$ cat config.mk
export PLATFORM = sky130hd
export DESIGN_NAME = alu_seq_flat
export DESIGN_NICKNAME = d
export VERILOG_FILES = /design/src/rtl/alu_pkg.sv /design/src/rtl/alu_seq_if.sv /design/src/rtl/alu_mul_iter.sv /design/src/rtl/alu_seq.sv /design/src/flat_wrapper.sv
export SDC_FILE = /design/constraint.sdc
export NUM_CORES = 1
export LEC_CHECK = 0
export BUFFER_PORTS_ARGS = -buffer_cell sky130_fd_sc_hd__buf_4
export CAP_MARGIN = 20
export CORE_ASPECT_RATIO = 1.4
export CORE_MARGIN = 2
export CORE_UTILIZATION = 59
export CTS_CLUSTER_DIAMETER = 60
export DETAILED_ROUTE_END_ITERATION = 8
export PLACE_DENSITY_LB_ADDON = 0.05
export SYNTH_ARGS = -nofsm -noshare
export SYNTH_HDL_FRONTEND = slang
export SYNTH_HIERARCHICAL = 1
export SYNTH_SLANG_ARGS = --single-unit
$ cat constraint.sdc
create_clock -name clk -period 9.39 [get_ports clk]
set_input_delay 1.878 -clock clk [delete_from_list [all_inputs] [get_ports clk]]
set_output_delay 1.878 -clock clk [all_outputs]
set_load 0.01 [all_outputs]
$ cat src/rtl/alu_pkg.sv
// alu_pkg: shared definitions for the handshaked sequential ALU.
//   op_e    - operation encodings (3 bits)
//   state_e - control FSM states
//   is_mul  - true for the two multiply ops, which go through the iterative engine
package alu_pkg;

    typedef enum logic [2:0] {
        OP_ADD  = 3'b000,
        OP_INC  = 3'b001,
        OP_SUB  = 3'b010,
        OP_DEC  = 3'b011,
        OP_MULL = 3'b100,
        OP_MULH = 3'b101,
        OP_AND  = 3'b110,
        OP_XOR  = 3'b111
    } op_e;

    typedef enum logic [1:0] {
        IDLE = 2'd0,
        MUL  = 2'd1,
        DONE = 2'd2
    } state_e;

    function automatic logic is_mul(op_e op);
        return (op == OP_MULL) || (op == OP_MULH);
    endfunction

endpackage

$ cat src/rtl/alu_seq_if.sv
// alu_seq_if: request/response channels of alu_seq.
//   request : in_valid, in_ready, op, a, b
//   response: out_valid, out_ready, result, flag_z, flag_c, flag_v
//   master = requester/consumer side, slave = the ALU.
interface alu_seq_if #(
    parameter int WIDTH = 32
);
    logic             in_valid;
    logic             in_ready;
    logic [2:0]       op;
    logic [WIDTH-1:0] a;
    logic [WIDTH-1:0] b;
    logic             out_valid;
    logic             out_ready;
    logic [WIDTH-1:0] result;
    logic             flag_z;
    logic             flag_c;
    logic             flag_v;

    modport master (
        output in_valid, op, a, b, out_ready,
        input  in_ready, out_valid, result, flag_z, flag_c, flag_v
    );

    modport slave (
        input  in_valid, op, a, b, out_ready,
        output in_ready, out_valid, result, flag_z, flag_c, flag_v
    );
endinterface

$ cat src/rtl/alu_mul_iter.sv
// alu_mul_iter: iterative unsigned shift-add multiplier.
//   clk, rst_n : clock, async active-low reset
//   start      : load operands and begin a WIDTH-step run
//   a, b       : multiplicand, multiplier
//   busy       : a run is in progress (counter nonzero)
//   done       : the step taking place this cycle is the last one
//   product    : accumulator value after the current step; equals a*b
//                in the cycle done is high
module alu_mul_iter #(
    parameter int WIDTH = 32
) (
    input  logic               clk,
    input  logic               rst_n,
    input  logic               start,
    input  logic [WIDTH-1:0]   a,
    input  logic [WIDTH-1:0]   b,
    output logic               busy,
    output logic               done,
    output logic [2*WIDTH-1:0] product
);
    localparam int CW = $clog2(WIDTH + 1);

    logic [2*WIDTH-1:0] acc;
    logic [2*WIDTH-1:0] acc_next;
    logic [WIDTH-1:0]   mplr;
    logic [WIDTH-1:0]   mcand;
    logic [CW-1:0]      cnt;
    logic [WIDTH:0]     upper_sum;

    // Add into the upper half, then shift the whole accumulator right; the
    // add's carry becomes the new MSB so no product bit is lost.
    always_comb begin
        upper_sum = {1'b0, acc[2*WIDTH-1:WIDTH]} + (mplr[0] ? {1'b0, mcand} : '0);
        acc_next  = {upper_sum, acc[WIDTH-1:1]};
    end

    assign busy    = (cnt != '0);
    assign done    = (cnt == CW'(1));
    assign product = acc_next;

    always_ff @(posedge clk or negedge rst_n) begin
        if (!rst_n) begin
            acc   <= '0;
            mplr  <= '0;
            mcand <= '0;
            cnt   <= '0;
        end else if (start) begin
            acc   <= '0;
            mplr  <= b;
            mcand <= a;
            cnt   <= CW'(WIDTH);
        end else if (busy) begin
            acc   <= acc_next;
            mplr  <= mplr >> 1;
            cnt   <= cnt - CW'(1);
        end
    end
endmodule

$ cat src/rtl/alu_seq.sv
// alu_seq: handshaked 8-op ALU with an iterative multiplier.
//   clk, rst_n : clock, async active-low reset
//   bus        : alu_seq_if slave - request (in_valid/in_ready/op/a/b) and
//                response (out_valid/out_ready/result/flag_z/c/v)
// One transaction at a time: IDLE accepts, MUL iterates, DONE presents the
// result until the consumer takes it.
module alu_seq
    import alu_pkg::*;
#(
    parameter int WIDTH = 32
) (
    input  logic     clk,
    input  logic     rst_n,
    alu_seq_if.slave bus
);
    state_e             state;
    op_e                op_q;
    op_e                op_in;
    logic               accept;
    logic               mul_start;
    logic               mul_busy;
    logic               mul_done;
    logic [2*WIDTH-1:0] mul_prod;
    logic [WIDTH-1:0]   mul_sel;

    logic [WIDTH-1:0]   opnd;
    logic [WIDTH:0]     ext;
    logic [WIDTH-1:0]   alu_res;
    logic               alu_c;
    logic               alu_v;

    assign op_in = op_e'(bus.op);
    // The engine is always idle in IDLE; the busy term only guarantees a
    // start can never restart a run in progress.
    assign accept    = (state == IDLE) && bus.in_valid && !mul_busy;
    assign mul_start = accept && is_mul(op_in);

    alu_mul_iter #(.WIDTH(WIDTH)) u_mul (
        .clk     (clk),
        .rst_n   (rst_n),
        .start   (mul_start),
        .a       (bus.a),
        .b       (bus.b),
        .busy    (mul_busy),
        .done    (mul_done),
        .product (mul_prod)
    );

    assign mul_sel = (op_q == OP_MULH) ? mul_prod[2*WIDTH-1:WIDTH] : mul_prod[WIDTH-1:0];

    // Single-cycle ops. Carry/borrow is bit WIDTH of the widened add/sub.
    always_comb begin
        opnd    = ((op_in == OP_INC) || (op_in == OP_DEC)) ? WIDTH'(1) : bus.b;
        ext     = '0;
        alu_res = '0;
        alu_c   = 1'b0;
        alu_v   = 1'b0;
        case (op_in)
            OP_ADD, OP_INC: begin
                ext     = {1'b0, bus.a} + {1'b0, opnd};
                alu_res = ext[WIDTH-1:0];
                alu_c   = ext[WIDTH];
                alu_v   = (bus.a[WIDTH-1] == opnd[WIDTH-1]) && (alu_res[WIDTH-1] != bus.a[WIDTH-1]);
            end
            OP_SUB, OP_DEC: begin
                ext     = {1'b0, bus.a} - {1'b0, opnd};
                alu_res = ext[WIDTH-1:0];
                alu_c   = ext[WIDTH];
                alu_v   = (bus.a[WIDTH-1] != opnd[WIDTH-1]) && (alu_res[WIDTH-1] != bus.a[WIDTH-1]);
            end
            OP_AND:  alu_res = bus.a & bus.b;
            OP_XOR:  alu_res = bus.a ^ bus.b;
            default: alu_res = '0;
        endcase
    end

    always_ff @(posedge clk or negedge rst_n) begin
        if (!rst_n) begin
            state         <= IDLE;
            op_q          <= OP_ADD;
            bus.in_ready  <= 1'b1;
            bus.out_valid <= 1'b0;
            bus.result    <= '0;
            bus.flag_z    <= 1'b0;
            bus.flag_c    <= 1'b0;
            bus.flag_v    <= 1'b0;
        end else begin
            case (state)
                IDLE: begin
                    if (accept) begin
                        op_q         <= op_in;
                        bus.in_ready <= 1'b0;
                        if (is_mul(op_in)) begin
                            state <= MUL;
                        end else begin
                            bus.result    <= alu_res;
                            bus.flag_z    <= (alu_res == '0);
                            bus.flag_c    <= alu_c;
                            bus.flag_v    <= alu_v;
                            bus.out_valid <= 1'b1;
                            state         <= DONE;
                        end
                    end
                end
                MUL: begin
                    if (mul_done) begin
                        bus.result    <= mul_sel;
                        bus.flag_z    <= (mul_sel == '0);
                        bus.flag_c    <= (op_q == OP_MULL) && (mul_prod[2*WIDTH-1:WIDTH] != '0);
                        bus.flag_v    <= 1'b0;
                        bus.out_valid <= 1'b1;
                        state         <= DONE;
                    end
                end
                DONE: begin
                    if (bus.out_ready) begin
                        bus.out_valid <= 1'b0;
                        bus.in_ready  <= 1'b1;
                        state         <= IDLE;
                    end
                end
                default: state <= IDLE;
            endcase
        end
    end
endmodule

$ cat src/flat_wrapper.sv
// flat-port wrapper written by rule: the top's interface ports become plain ports
module alu_seq_flat import alu_pkg::*;
#(
    parameter int WIDTH = 32
)
  (clk, rst_n, bus_in_valid, bus_op, bus_a, bus_b, bus_out_ready, bus_in_ready, bus_out_valid, bus_result, bus_flag_z, bus_flag_c, bus_flag_v);
  alu_seq_if #(.WIDTH(WIDTH)) bus_i ();
  input  logic clk;
  input  logic rst_n;
  input wire logic [$bits(bus_i.in_valid)-1:0] bus_in_valid;
  input wire logic [$bits(bus_i.op)-1:0] bus_op;
  input wire logic [$bits(bus_i.a)-1:0] bus_a;
  input wire logic [$bits(bus_i.b)-1:0] bus_b;
  input wire logic [$bits(bus_i.out_ready)-1:0] bus_out_ready;
  output wire logic [$bits(bus_i.in_ready)-1:0] bus_in_ready;
  output wire logic [$bits(bus_i.out_valid)-1:0] bus_out_valid;
  output wire logic [$bits(bus_i.result)-1:0] bus_result;
  output wire logic [$bits(bus_i.flag_z)-1:0] bus_flag_z;
  output wire logic [$bits(bus_i.flag_c)-1:0] bus_flag_c;
  output wire logic [$bits(bus_i.flag_v)-1:0] bus_flag_v;
  assign bus_i.in_valid = bus_in_valid;
  assign bus_i.op = bus_op;
  assign bus_i.a = bus_a;
  assign bus_i.b = bus_b;
  assign bus_i.out_ready = bus_out_ready;
  assign bus_in_ready = bus_i.in_ready;
  assign bus_out_valid = bus_i.out_valid;
  assign bus_result = bus_i.result;
  assign bus_flag_z = bus_i.flag_z;
  assign bus_flag_c = bus_i.flag_c;
  assign bus_flag_v = bus_i.flag_v;
  alu_seq #(.WIDTH(WIDTH)) u_core (.clk(clk), .rst_n(rst_n), .bus(bus_i));
endmodule
### After elaboration in Yosys (flattened, before gate mapping)

Cells that the tools add are included.

* add/sub/neg operators: 4
* equality and inequality tests: 20
* bitwise logic cells: 2
* reductions and logical operators: 26
* mux-type cells: 41

Operators by type and width (count)
* 2-to-1 mux 32 bit: 8
* 2-to-1 mux 64 bit: 2
* case mux 32 bit (4 select lines): 1
* zero test 32 bit: 2
* case mux 32 bit (2 select lines): 1
* adder 32 x 32 -> 33 bit: 1
* adder 32 x 33 -> 33 bit: 1
* subtractor 32 x 32 -> 33 bit: 1
* bitwise AND 32 bit: 1
* nonzero test 32 bit: 1
* XOR 32 bit: 1
* == test 3 bit (second input constant): 6
* 2-to-1 mux 1 bit: 15
* 2-to-1 mux 6 bit: 2
* case mux 1 bit (2 select lines): 6
* 2-to-1 mux 2 bit: 4
* == test 3 x 2 -> 1 bit (second input constant): 2
* == test 6 x 1 -> 1 bit (second input constant): 1
* logical AND 1 bit: 6
* case mux 2 bit (3 select lines): 1
* AND reduction 3 bit: 2
* nonzero test 2 bit: 3
* nonzero test 6 bit: 1
* subtractor 6 x 1 -> 6 bit (second input constant): 1
* other kinds (17): 23

* input bits: 71
* register bits: 176
* logic and storage cells: 105
* output and inout port bits: 37

### Logic depth before layout (Yosys ltp)

* word-level depth: 10
* gate-level depth with buffers: 20
* depth with buffers taken out: 18

### Hierarchy

The synthesis kept the hierarchy.

By module, submodules not included
* alu_seq: instances 1, area each 8184.1 um2, cells an instance 1098
* alu_mul_iter: instances 1, area each 7858.8 um2, cells an instance 864

### Least setup slack after synthesis

No wires, ideal clock.

* path kind: input to register
* from: input port bus_op[0]
* to: register u_core.bus.result[29]
* library setup time: 0.121 ns
* arrival time: 6.292 ns
* slack: 2.978 ns
* stages on the path: 19
* required time: 9.269 ns
* path through: clkbuf_1 -> clkbuf_1 -> buf_6 -> nand2_1 -> clkbuf_1 -> nand2_1 -> ha_1 -> clkbuf_8 -> or4_4 -> or4_4 -> a21oi_2 -> o31ai_2 -> a2111o_1 -> a21oi_2 -> o21ai_1 -> and3_1 -> o31ai_2 -> nand2_1 -> a22o_1

* cells in the longest elaborated chain, start to end: 8
* elaborated cells on any way between the ends: 21

Ends and longest elaborated chain
* from (decl): RTL line flat_wrapper.sv:11 `input wire logic [$bits(bus_i.op)-1:0] bus_op;`
* == test 3 x 1 -> 1 bit / == test 3 x 2 -> 1 bit (equally long branches): RTL line alu_seq.sv:53, alu_seq.sv:58
* logical OR 1 bit: RTL line alu_seq.sv:53 `opnd = ((op_in == OP_INC) || (op_in == OP_DEC)) ? WIDTH'(1) : bus.b;`
* 2-to-1 mux 32 bit: RTL line alu_seq.sv:53
* subtractor 32 x 32 -> 33 bit / adder 32 x 32 -> 33 bit (equally long branches): RTL line alu_seq.sv:66, alu_seq.sv:60
* case mux 32 bit (4 select lines): RTL line alu_seq.sv:58 `case (op_in)`
* 2-to-1 mux 32 bit: RTL line alu_seq.sv:93 `if (is_mul(op_in)) begin`
* 2-to-1 mux 32 bit: RTL line alu_seq.sv:90 `if (accept) begin`
* case mux 32 bit (2 select lines): RTL line alu_seq.sv:88 `case (state)`
* to (signal assigned): RTL line alu_seq.sv:96 `bus.result <= alu_res;`
* to (signal assigned): RTL line alu_seq.sv:107 `bus.result <= mul_sel;`
* to (decl): RTL line alu_seq_if.sv:27 `output in_ready, out_valid, result, flag_z, flag_c, flag_v`

Several ways; a longest one is shown, not always the timed one. The select of a mux whose other input is x is not followed.
A chain may end at the register's enable or synchronous reset.

### Worst setup path after layout

* from: input port bus_op[2]
* to: register u_core.bus.flag_z

* cells in the longest elaborated chain, start to end: 9
* elaborated cells on any way between the ends: 22

Ends and longest elaborated chain
* == test 3 x 1 -> 1 bit / == test 3 x 2 -> 1 bit (equally long branches): RTL line alu_seq.sv:53, alu_seq.sv:58
* logical OR 1 bit: RTL line alu_seq.sv:53
* 2-to-1 mux 32 bit: RTL line alu_seq.sv:53
* subtractor 32 x 32 -> 33 bit / adder 32 x 32 -> 33 bit (equally long branches): RTL line alu_seq.sv:66, alu_seq.sv:60
* case mux 32 bit (4 select lines): RTL line alu_seq.sv:58
* zero test 32 bit: RTL line alu_seq.sv:97 `bus.flag_z <= (alu_res == '0);`
* 2-to-1 mux 1 bit: RTL line alu_seq.sv:93
* 2-to-1 mux 1 bit: RTL line alu_seq.sv:90
* case mux 1 bit (2 select lines): RTL line alu_seq.sv:88
* to (signal assigned): RTL line alu_seq.sv:97
* to (signal assigned): RTL line alu_seq.sv:108 `bus.flag_z <= (mul_sel == '0);`
* to (decl): RTL line alu_seq_if.sv:27

Several ways; a longest one is shown, not always the timed one. The select of a mux whose other input is x is not followed.

==> flow_summary.toml <==
[outcome]
status = "finished clean"

[layout]
n_antenna_cell = 0
layout-drive-gt1-share_pct = 12.35
final_nets = 2169
post-route-util_pct = 64.00
areaGrowthSynthToFinish_pct = 7.019

[power]
cellPowerDensity_nw_per_um2 = 220.0
p_int_w = 0.002126
power_frac_comb_pct = 46.1
clkPwrFrac_pct = 19.7
switchingPower_w = 0.001651
p_leak_nw = 8.146
ir_drop_mv = 0.1720
seq_power_share_pct = 34.3
p_sw_share_pct = 43.72

[global_route]
gr-total-overflow = 0
antenna_found_initial = 0
grt_pass1_vias = 14758
grt_pass1_wl_um = 83320
grt_max_degree = 103
grt_use_total_pct = 38.06

[sta]
rsz0062_at_grt = "false"
worstMarginPinSlew_ns = 1.082
final_max_slew_viol_count = 0
period_share_pct = 73.71
relSlewSlack_pct = 27.57
max_freq_ghz = 0.1445
fin_skew_ns = 0.01368
period_needed_ns = 6.921
setup_tns_ns = 0
hold_violations = 0
setup_viol = 0

[synth]
synth_seq_cells = 175
synthTopCellsByArea = "dfrtp_1 27%, ha_1 11%, mux2i_1 6.4%"
async_flop_share_pct = 100.0
yosys.area.top_type = "dfrtp_1"
netlist_area_um2 = 16040
synth.distinct_cells = 99
synth_nets = 2177
synth_most_common_cell = "nand2_1"
yosysWarnings = 6
syn_inst = 1962
synth_edf_count = 0
synth_ff_type = "dfrtp_1"
syn_area_per_cell_um2 = 8.177
synth_top_area_share_pct = 27.14
yosysSeqAreaShare_pct = 27.30
synthTopCellsByCount = "266 x nand2_1, 180 x a21oi_1, 174 x dfrtp_1, 141 x ha_1, 128 x nor2_1"

[job]
maxCapViolations = 0

[worst_setup_path]
start_kind = "input pin"
cp_max_fo = 37
crit_required_ns = 9.79
crit_type = "in2reg"
cp_data_arrival_time_ns = 7.32
r2r_cells = 18
endpoint_kind = "flip-flop"

[cts]
hold_buffers = 0
h-tree-depth = 4
clk_pin_slew_ns = 0.08
clock_sinks = 175
clk_path_buf_depth = 2
cts_tree = "yes"
worstSkewPairLatency_ns = 0.47
cts_setup_buffers = 0
cts_resized = 0
cts-buffers-inserted = 17
cts_root_buf = "clkbuf_16"

[drt]
viasPerCell = 6.589
drt_iter0_drc = 1393
wirelength_um = 54590
ant_nets = 0
drc = 0
vias = 15365
drt_first_pass_iters = 5
wire_per_inst_um = 23.41

[placement]
dp_hpwl_um = 41510
gp_congestion = 1.043
io_buffer_count = 107

[die]
die_h_um = 199.1
io_pins = 108
num_rows = 71
core_um2 = 26830
die_area_um2 = 28550
initial_utilization_pct = 59.80
die_x_um = 143.4

[worst_hold_path]
hp-class = "reg2reg"
hold_depth = 2
[registers in the layout (all words and copies together), names as in the netlist, 2 cells and up]
register and flops:
u_core/u_mul/acc 63, u_core/bus.result 32, u_core/u_mul/mcand 32, u_core/u_mul/mplr 32, u_core/u_mul/cnt 6, u_core/op_q 3
u_core/state 2
[power by group through the flow]
stage	clock network, W	logic (W)	registers (W)
6_report	0.000743	0.00174	0.00129
3_3_place_gp	0	0.00167	0.00129
3_5_place_dp	0	0.00170	0.00130
2_1_floorplan	0	0.00125	0.00123
5_1_grt	0.000779	0.00188	0.00133
4_1_cts	0.000753	0.00171	0.00129
[final cells by class]
cell class	count	area (µm²)
clock buffer	17	425.4
fill	2468	9659
tap	365	456.7
inverter	78	292.8
clock inverter	15	168.9
sequential	175	4380
timing repair buffer	121	912.1
multi-input combinational	1561	10530
[routing by layer]
layer / up-vias / part of all wire [%] / track usage (%)
met5: - / 0 / 0
met4: 0 / 5.7 / 19.83
met3: 171 / 5.9 / 4.074
met2: 739 / 48 / 64.59
met1: 7413 / 40 / 47.61
li1: 7042 / - / -
[metrics by stage]
step                setup slack (ns)  power, W  cell area, µm²  hold WS [ns]  cells
finish                         2.469  0.003777           17170        0.4859   2332
global route                   2.048  0.003990           17170        0.5080   2332
CTS                            2.481  0.003755           17170        0.4885   2332
detailed placement             2.018  0.003003           16570        0.4720   2300
global placement               2.087  0.002957           16570        0.4543   2300
floorplan                      2.978  0.002483           16040        0.4728   1962
[path summary, 6_finish.rpt]
| path | from | endpoint | slack [ns] |
|---|---|---|---|
| max reg2reg | u_core/u_mul/mplr[0]$_DFFE_PN0P_ | u_core/bus.flag_c$_DFFE_PN0P_ | 3.82 |
| max in group asynchronous | rst_n | u_core/u_mul/mcand[25]$_DFFE_PN0P_ | 5.95 |
| min reg2reg | u_core/bus.result[16]$_DFFE_PN0P_ | u_core/bus.result[16]$_DFFE_PN0P_ | 0.49 |
| min in group asynchronous | rst_n | u_core/u_mul/mplr[4]$_DFFE_PN0P_ | 1.35 |
| min | u_core/bus.result[16]$_DFFE_PN0P_ | u_core/bus.result[16]$_DFFE_PN0P_ | 0.49 |
| max | bus_op[2] | u_core/bus.flag_z$_DFFE_PN0P_ | 2.47 |
[critical path, stage by stage]
cell	delay, ns
buf_4	0.38
inv_1	0.53
nand2_1	0.66
buf_4	0.36
nand2_1	0.14
ha_1	0.45
nor4_1	0.67
nand2_1	0.20
a21oi_1	0.17
nand3_1	0.11
a31oi_1	0.29
mux2i_1	0.27
nand3_1	0.10
or4_2	0.61
nor4_1	0.24
nand4b_1	0.14
nand2_1	0.08
[logic make-up (layout without fill, tap and decap cells)]
logic type,count (synthesis),after routing,synth area share [%]
buf+inv,226,231,7.097
compound gates,535,535,21.45
flops,175,175,27.30
fa+ha+maj,144,144,11.37
mux,150,150,9.725
xor+xnor,47,47,2.566
simple gates,685,685,20.49
[placed cells by master, fill, tap and decap left out, types with 47 or more instances in the layout]
cell type	Yosys	routed
a21oi_1	180	180
buf_4	31	120
dfrtp_1	174	174
ha_1	141	141
inv_1	77	77
mux2_2	47	47
mux2i_1	103	103
nand2_1	266	266
nor2_1	128	128
o21ai_0	112	112
(Power assumes the default switching activity.)
